### src/rtl/keylock_pkg.sv
// Shared keylock definitions: command key codes, symbol width and the
// entry-state encoding used by code_entry_engine.
package keylock_pkg;

  localparam int SYM_W = 4;

  localparam logic [SYM_W-1:0] KEY_LOCK  = 4'd9;
  localparam logic [SYM_W-1:0] KEY_REPRO = 4'd8;
  localparam logic [SYM_W-1:0] KEY_ABORT = 4'd7;

  typedef enum logic [1:0] {
    EMPTY   = 2'd0,
    COLLECT = 2'd1,
    OVF     = 2'd2
  } entry_state_e;

  // Keys 7, 8 and 9 are commands; every other value is a code symbol.
  function automatic logic is_cmd_key(input logic [SYM_W-1:0] key);
    return (key == KEY_LOCK) || (key == KEY_REPRO) || (key == KEY_ABORT);
  endfunction

endpackage

### src/rtl/code_compare.sv
// Masked nibble comparator: equal when the entry holds exactly ref_len
// symbols and the low ref_len nibbles of the buffer equal the reference.
module code_compare
  import keylock_pkg::*;
#(
  parameter int MAX_DIGITS = 8
) (
  input  logic [MAX_DIGITS*SYM_W-1:0] code_buf,
  input  logic [MAX_DIGITS*SYM_W-1:0] code_ref,
  input  logic [3:0]                  ref_len,
  input  logic [3:0]                  count,
  output logic                        eq
);

  logic [MAX_DIGITS*SYM_W-1:0] mask;

  // Build a nibble mask covering the low ref_len symbols and compare under it.
  always_comb begin
    mask = '0;
    for (int i = 0; i < MAX_DIGITS; i++) begin
      if (i < int'(ref_len)) mask[i*SYM_W +: SYM_W] = {SYM_W{1'b1}};
    end
    eq = (count == ref_len) && ((code_buf & mask) == (code_ref & mask));
  end

endmodule

### src/rtl/code_entry_engine.sv
// Keypad code datapath: shift-buffer entry FSM (EMPTY/COLLECT/OVF), reference
// select (passcode > pending UC > active UC), pending-UC capture and commit.
// Optional feature macro: CODE_ENTRY_TIMEOUT_EN enables the idle timeout that
// discards a partial entry after TIMEOUT_CYCLES idle cycles.
module code_entry_engine
  import keylock_pkg::*;
#(
  parameter int                          MAX_DIGITS     = 8,
  parameter int                          MIN_UC_DIGITS  = 4,
  parameter int                          PC_LEN         = 6,
  parameter logic [PC_LEN*SYM_W-1:0]     PASSCODE       = 24'h123456,
  parameter logic [MAX_DIGITS*SYM_W-1:0] DEFAULT_UC     = 32'h00001111,
  parameter int                          DEFAULT_UC_LEN = 4,
  parameter int                          TIMEOUT_CYCLES = 500_000_000
) (
  input  logic       clk,
  input  logic       resetN,
  input  logic       rdy,
  input  logic [3:0] keypress,
  input  logic       CheckPC,
  input  logic       CheckValidUC,
  input  logic       confirmUC,
  input  logic       LOCKING,
  input  logic       Chillin,
  output logic       match,
  output logic       ValidUC,
  output logic [3:0] digit_count,
  output logic       overflow
);

  localparam int         W       = MAX_DIGITS * SYM_W;
  localparam logic [3:0] MAX_CNT = 4'(MAX_DIGITS);
  localparam logic [3:0] MIN_CNT = 4'(MIN_UC_DIGITS);
  localparam logic [W-1:0] PC_REF = W'(PASSCODE);

  entry_state_e   state_q, state_d;
  logic [W-1:0]   code_buf_q, code_buf_d;
  logic [3:0]     count_q, count_d;
  logic [W-1:0]   pending_q, pending_d, active_q, active_d;
  logic [3:0]     pending_len_q, pending_len_d, active_len_q, active_len_d;
  logic           chillin_q;
  logic           timeout_hit;

  logic           sym_strobe, cmd_strobe;
  logic [W-1:0]   ref_sel;
  logic [3:0]     ref_len_sel;
  logic           ref_any;
  logic           eq;

  assign sym_strobe = rdy && !is_cmd_key(keypress);
  assign cmd_strobe = rdy &&  is_cmd_key(keypress);

`ifdef CODE_ENTRY_TIMEOUT_EN
  localparam int TW = $clog2(TIMEOUT_CYCLES) + 1;
  logic [TW-1:0] tmo_q, tmo_d;

  assign timeout_hit = (state_q != EMPTY) && (tmo_q == TW'(TIMEOUT_CYCLES - 1));

  // Idle counter: runs only while an entry is in progress, restarts on any key.
  always_comb begin
    tmo_d = tmo_q + 1'b1;
    if (rdy || state_q == EMPTY || timeout_hit) tmo_d = '0;
  end

  // Idle counter register.
  always_ff @(posedge clk or negedge resetN) begin
    if (!resetN) tmo_q <= '0;
    else         tmo_q <= tmo_d;
  end
`else
  assign timeout_hit = 1'b0;
`endif

  // Entry FSM next state, pending capture and active commit.
  always_comb begin
    state_d       = state_q;
    code_buf_d    = code_buf_q;
    count_d       = count_q;
    pending_d     = pending_q;
    pending_len_d = pending_len_q;
    active_d      = active_q;
    active_len_d  = active_len_q;

    if (cmd_strobe || (!rdy && timeout_hit)) begin
      state_d    = EMPTY;
      code_buf_d = '0;
      count_d    = '0;
    end else if (sym_strobe) begin
      code_buf_d = {code_buf_q[W-SYM_W-1:0], keypress};
      if (state_q == OVF || count_q == MAX_CNT) begin
        state_d = OVF;
        count_d = MAX_CNT;
      end else begin
        state_d = COLLECT;
        count_d = count_q + 4'd1;
      end
    end

    // Capture sees the buffer as it was before the command key clears it.
    if (rdy && keypress == KEY_REPRO && CheckValidUC && ValidUC) begin
      pending_d     = code_buf_q;
      pending_len_d = count_q;
    end

    // Commit on the first Chillin cycle; uses the pre-capture pending value.
    if (Chillin && !chillin_q) begin
      active_d     = pending_q;
      active_len_d = pending_len_q;
    end
  end

  // All entry, UC and edge-detect state.
  always_ff @(posedge clk or negedge resetN) begin
    if (!resetN) begin
      state_q       <= EMPTY;
      code_buf_q    <= '0;
      count_q       <= '0;
      pending_q     <= DEFAULT_UC;
      pending_len_q <= 4'(DEFAULT_UC_LEN);
      active_q      <= DEFAULT_UC;
      active_len_q  <= 4'(DEFAULT_UC_LEN);
      chillin_q     <= 1'b0;
    end else begin
      state_q       <= state_d;
      code_buf_q    <= code_buf_d;
      count_q       <= count_d;
      pending_q     <= pending_d;
      pending_len_q <= pending_len_d;
      active_q      <= active_d;
      active_len_q  <= active_len_d;
      chillin_q     <= Chillin;
    end
  end

  // Reference select in priority order passcode > pending UC > active UC.
  always_comb begin
    ref_sel     = '0;
    ref_len_sel = '0;
    ref_any     = 1'b1;
    if (CheckPC) begin
      ref_sel     = PC_REF;
      ref_len_sel = 4'(PC_LEN);
    end else if (confirmUC) begin
      ref_sel     = pending_q;
      ref_len_sel = pending_len_q;
    end else if (LOCKING) begin
      ref_sel     = active_q;
      ref_len_sel = active_len_q;
    end else begin
      ref_any = 1'b0;
    end
  end

  code_compare #(.MAX_DIGITS(MAX_DIGITS)) u_cmp (
    .code_buf (code_buf_q),
    .code_ref (ref_sel),
    .ref_len  (ref_len_sel),
    .count    (count_q),
    .eq       (eq)
  );

  assign match       = ref_any && (state_q != OVF) && eq;
  assign ValidUC     = (state_q != OVF) && (count_q >= MIN_CNT) && (count_q <= MAX_CNT);
  assign digit_count = count_q;
  assign overflow    = (state_q == OVF);

endmodule
### config.mk
export PLATFORM = sky130hd
export DESIGN_NAME = code_entry_engine
export DESIGN_NICKNAME = d
export VERILOG_FILES = /design/src/rtl/keylock_pkg.sv /design/src/rtl/code_compare.sv /design/src/rtl/code_entry_engine.sv
export SDC_FILE = /design/constraint.sdc
export NUM_CORES = 1
export LEC_CHECK = 0
export CAP_MARGIN = 20
export CORE_UTILIZATION = 29
export CTS_CLUSTER_SIZE = 14
export DETAILED_ROUTE_END_ITERATION = 8
export GPL_TIMING_DRIVEN = 1
export PLACE_DENSITY = 0.43
export SLEW_MARGIN = 25
export SYNTH_ARGS = -nofsm -noshare
export SYNTH_HDL_FRONTEND = slang
export SYNTH_SLANG_ARGS = --single-unit
### constraint.sdc
create_clock -name clk -period 3.3 [get_ports clk]
set_input_delay 0.33 -clock clk [delete_from_list [all_inputs] [get_ports clk]]
set_output_delay 0.33 -clock clk [all_outputs]
set_load 0.01 [all_outputs]
==> flow_metrics.py <==
metrics = {
    "outcome": {
        "outcome": "finished, final reports clean",
    },
    "cts": {
        "cts_num_sinks": 111,
        "htreeDepth": 3,
        "cts_tree": "built",
        "cts_made_buffers": 9,
        "clkTransAtPathRegs_ps": 70,
        "clk_path_buf_depth": 2,
        "clkLatencyLatePin_ps": 360,
        "cts-root-buf": "clkbuf_16",
        "cts_setup_buffers": 0,
    },
    "grt": {
        "track_usage_pct": 14.9,
        "grt_pass1_wl_microns": 20300,
        "grt_pass1_vias": 3453,
        "overflow": 0,
        "grt_start_max_net_pins": 57,
        "antenna_found_initial": 0,
    },
    "place": {
        "dp_hpwl_microns": 8120,
        "port_buffers": 18,
        "post-place-ws_ps": -520,
        "routabilityCongestion": 0.731,
        "place_area_sq_mm": 0.00566,
        "dp_cells": 633,
    },
    "sta": {
        "worst_pin_slew_ps": 757,
        "rsz0062_at_grt": "false",
        "layout_min_cycle_time_ps": 3120,
        "relSlewSlack_pct": 49.5,
        "finalWorstSetupSlack_ps": 178,
        "finClkSkew_ps": 6.03,
        "setup_violations": 0,
        "hold_viol": 0,
        "finalSetupTns_ps": 0,
        "drv_slew": 0,
        "period_share_pct": 94.6,
        "max_freq_mhz": 320,
    },
    "pwr": {
        "p_per_area_mw_per_mm2": 548,
        "clock_power_share_pct": 32.2,
        "share_comb_of_total_power_pct": 17.1,
        "p_seq_share_pct": 50.7,
        "power_switching_uw": 915,
        "p_sw_share_pct": 27.9,
        "p_leak_nw": 2.78,
        "ir_drop_v": 0.000262,
        "intPower_mw": 2.36,
    },
    "routing": {
        "avgViaCountPerCell": 5.02,
        "wl_per_cell_microns": 18.9,
        "first_pass_iters": 4,
        "drtAntennaViolNets": 0,
        "drc_errors": 0,
        "drt_iter0_markers": 140,
        "vias": 3260,
        "wl_microns": 12300,
    },
    "cells_and_area": {
        "n_antenna_cell": 0,
        "fin_area_sq_mm": 0.00598,
        "nets": 433,
        "final_cell_mix": "dfrtp_1, mux2_1, a22o_1, xor2_1, buf_4",
        "layout_commonest_cell": "dfrtp_1",
        "final_cells": 649,
        "syn_to_final_growth_pct": 17.3,
        "final_layout_size_suffix_gt1_share_pct": 17.2,
    },
    "synth": {
        "syn-num-nets": 406,
        "synth.avg_cell_area_sq_um": 13.0,
        "netlist.top_cell.by_area": "dfrtp_1",
        "synth_top_cell_area_share_pct": 49.5,
        "async_flop_share_pct": 100,
        "synth_edf_count": 0,
        "ys_ff_latch": 111,
        "ys_types": 43,
        "syn_area_sq_mm": 0.00510,
        "ys_top_cells_by_area": "dfrtp_1, mux2_1, a22o_1",
        "ys.warnings.count": 0,
        "synth_ff_type": "dfrtp_1",
        "synthCells": 392,
        "synth-seq-area-share_pct": 54.7,
    },
    "floorplanning": {
        "io_pins": 19,
        "rows": 48,
        "fp.dieW_microns": 135,
        "die_h_microns": 135,
        "dieArea_sq_mm": 0.0181,
        "start_util_pct": 29.6,
        "coreArea_sq_mm": 0.0172,
    },
    "min_path": {
        "hp-class": "in2async",
    },
    "critical_path": {
        "startpoint_type": "primary input",
        "critPathKind": "in2out",
        "critPathRequiredTime_ps": 2970,
        "end_kind": "primary output",
        "worst-path-max-fanout": 21,
        "worstPathArrival_ps": 2790,
    },
    "job": {
        "cap_violations": 0,
    },
}
## path summary, 6_finish.rpt
check,end,slack [ps],from,cells past startpoint
setup reg to reg,pending_q[22],800,digit_count[0],7
hold / removal,pending_q[22],50,resetN,1
max in group asynchronous,active_len_q[2],2440,resetN,2
setup / recovery,match,180,CheckPC,9
min in group clk,chillin_q,460,Chillin,1
hold reg to reg,active_q[9],490,active_q[9],1
## state kept, by name, indices dropped and copies added, names as in the netlist
name and count:
chillin_q 1, active_len_q 4, active_q 32, code_buf_q 32, state_q 2, pending_q 32, digit_count 4, pending_len_q 4
## synth_stat cells (2+ instances only)
master     number
mux2_2          6
ha_1            2
nand3_1         4
nand3b_1        5
a221oi_2        4
inv_2           3
a22oi_1        11
a32oi_1        12
a21oi_1         9
or3_1           2
mux2_1         66
nand2_1         9
xnor2_1         9
o21ai_1         3
o2bb2ai_1       2
dfstp_2        10
nor2_1         10
nor2b_1         4
clkbuf_1       16
buf_1           3
o21ai_0         4
nor3_1          2
a41o_1          2
dfrtp_1       101
buf_2           6
nor3b_1         2
a221oi_1        6
xor2_1         25
nand4_1         6
a22o_1         30
inv_1           6
## cell families (layout without fill, tap and decap cells)
kind of cell,Yosys count,count (layout),synth area share [%]
buf+inv,34,66,2.65
flops,111,111,54.7
fa+ha+maj,3,3,0.687
simple gates,50,50,5.76
xor+xnor,34,34,5.84
compound gates,87,87,14.3
mux,73,73,16.1
## stage by stage
stage	power, mW	util, %	hold slack, ps
CTS	3.32	34.5	71.9
finish	3.28	34.7	46.0
detailed placement	2.24	32.8	463
global placement	2.24	32.8	460
global route	3.45	34.7	99.0
floorplan	1.97	-	34.4
## worst max-delay path, cell delays in order
cell             delay [ps]
clkdlybuf4s50_1         570
buf_4                   360
a221oi_4                 70
xnor2_1                 150
or4_4                   530
nor2_1                  100
nand4_1                 140
nor4_4                  350
buf_2                   180
## per-layer routing
metal / vias to the layer above / share of wire (%) / track usage (%)
met5: - / 0 / 0
met4: 0 / 1.0 / 3.75
met3: 12 / 2.2 / 3.57
met2: 23 / 49 / 24.4
met1: 1710 / 47 / 19.8
li1: 1515 / - / -
## final cells by class
class                           count  area (sq um)
Fill cell                        1691         11300
Sequential cell                   111          2790
Multi-Input combinational cell    247          2230
Timing Repair Buffer               41           367
Clock buffer                       16           282
Tap cell                          225           282
Inverter                            9          33.8
## power by group through the flow
stage | logic [mW] | clock network, mW | registers (mW)
2_1_floorplan | 0.336 | 0 | 1.64
3_3_place_gp | 0.552 | 0 | 1.68
3_5_place_dp | 0.556 | 0 | 1.69
4_1_cts | 0.562 | 1.10 | 1.66
5_1_grt | 0.626 | 1.14 | 1.69
6_report | 0.560 | 1.06 | 1.66
## timing repair
item,in CTS,in global routing
pin swaps,3,6
setup endpoints to repair,1,1
hold buffers,0,0
gates resized for setup,6,10
No activity file was read; power rests on OpenSTA's default activity.
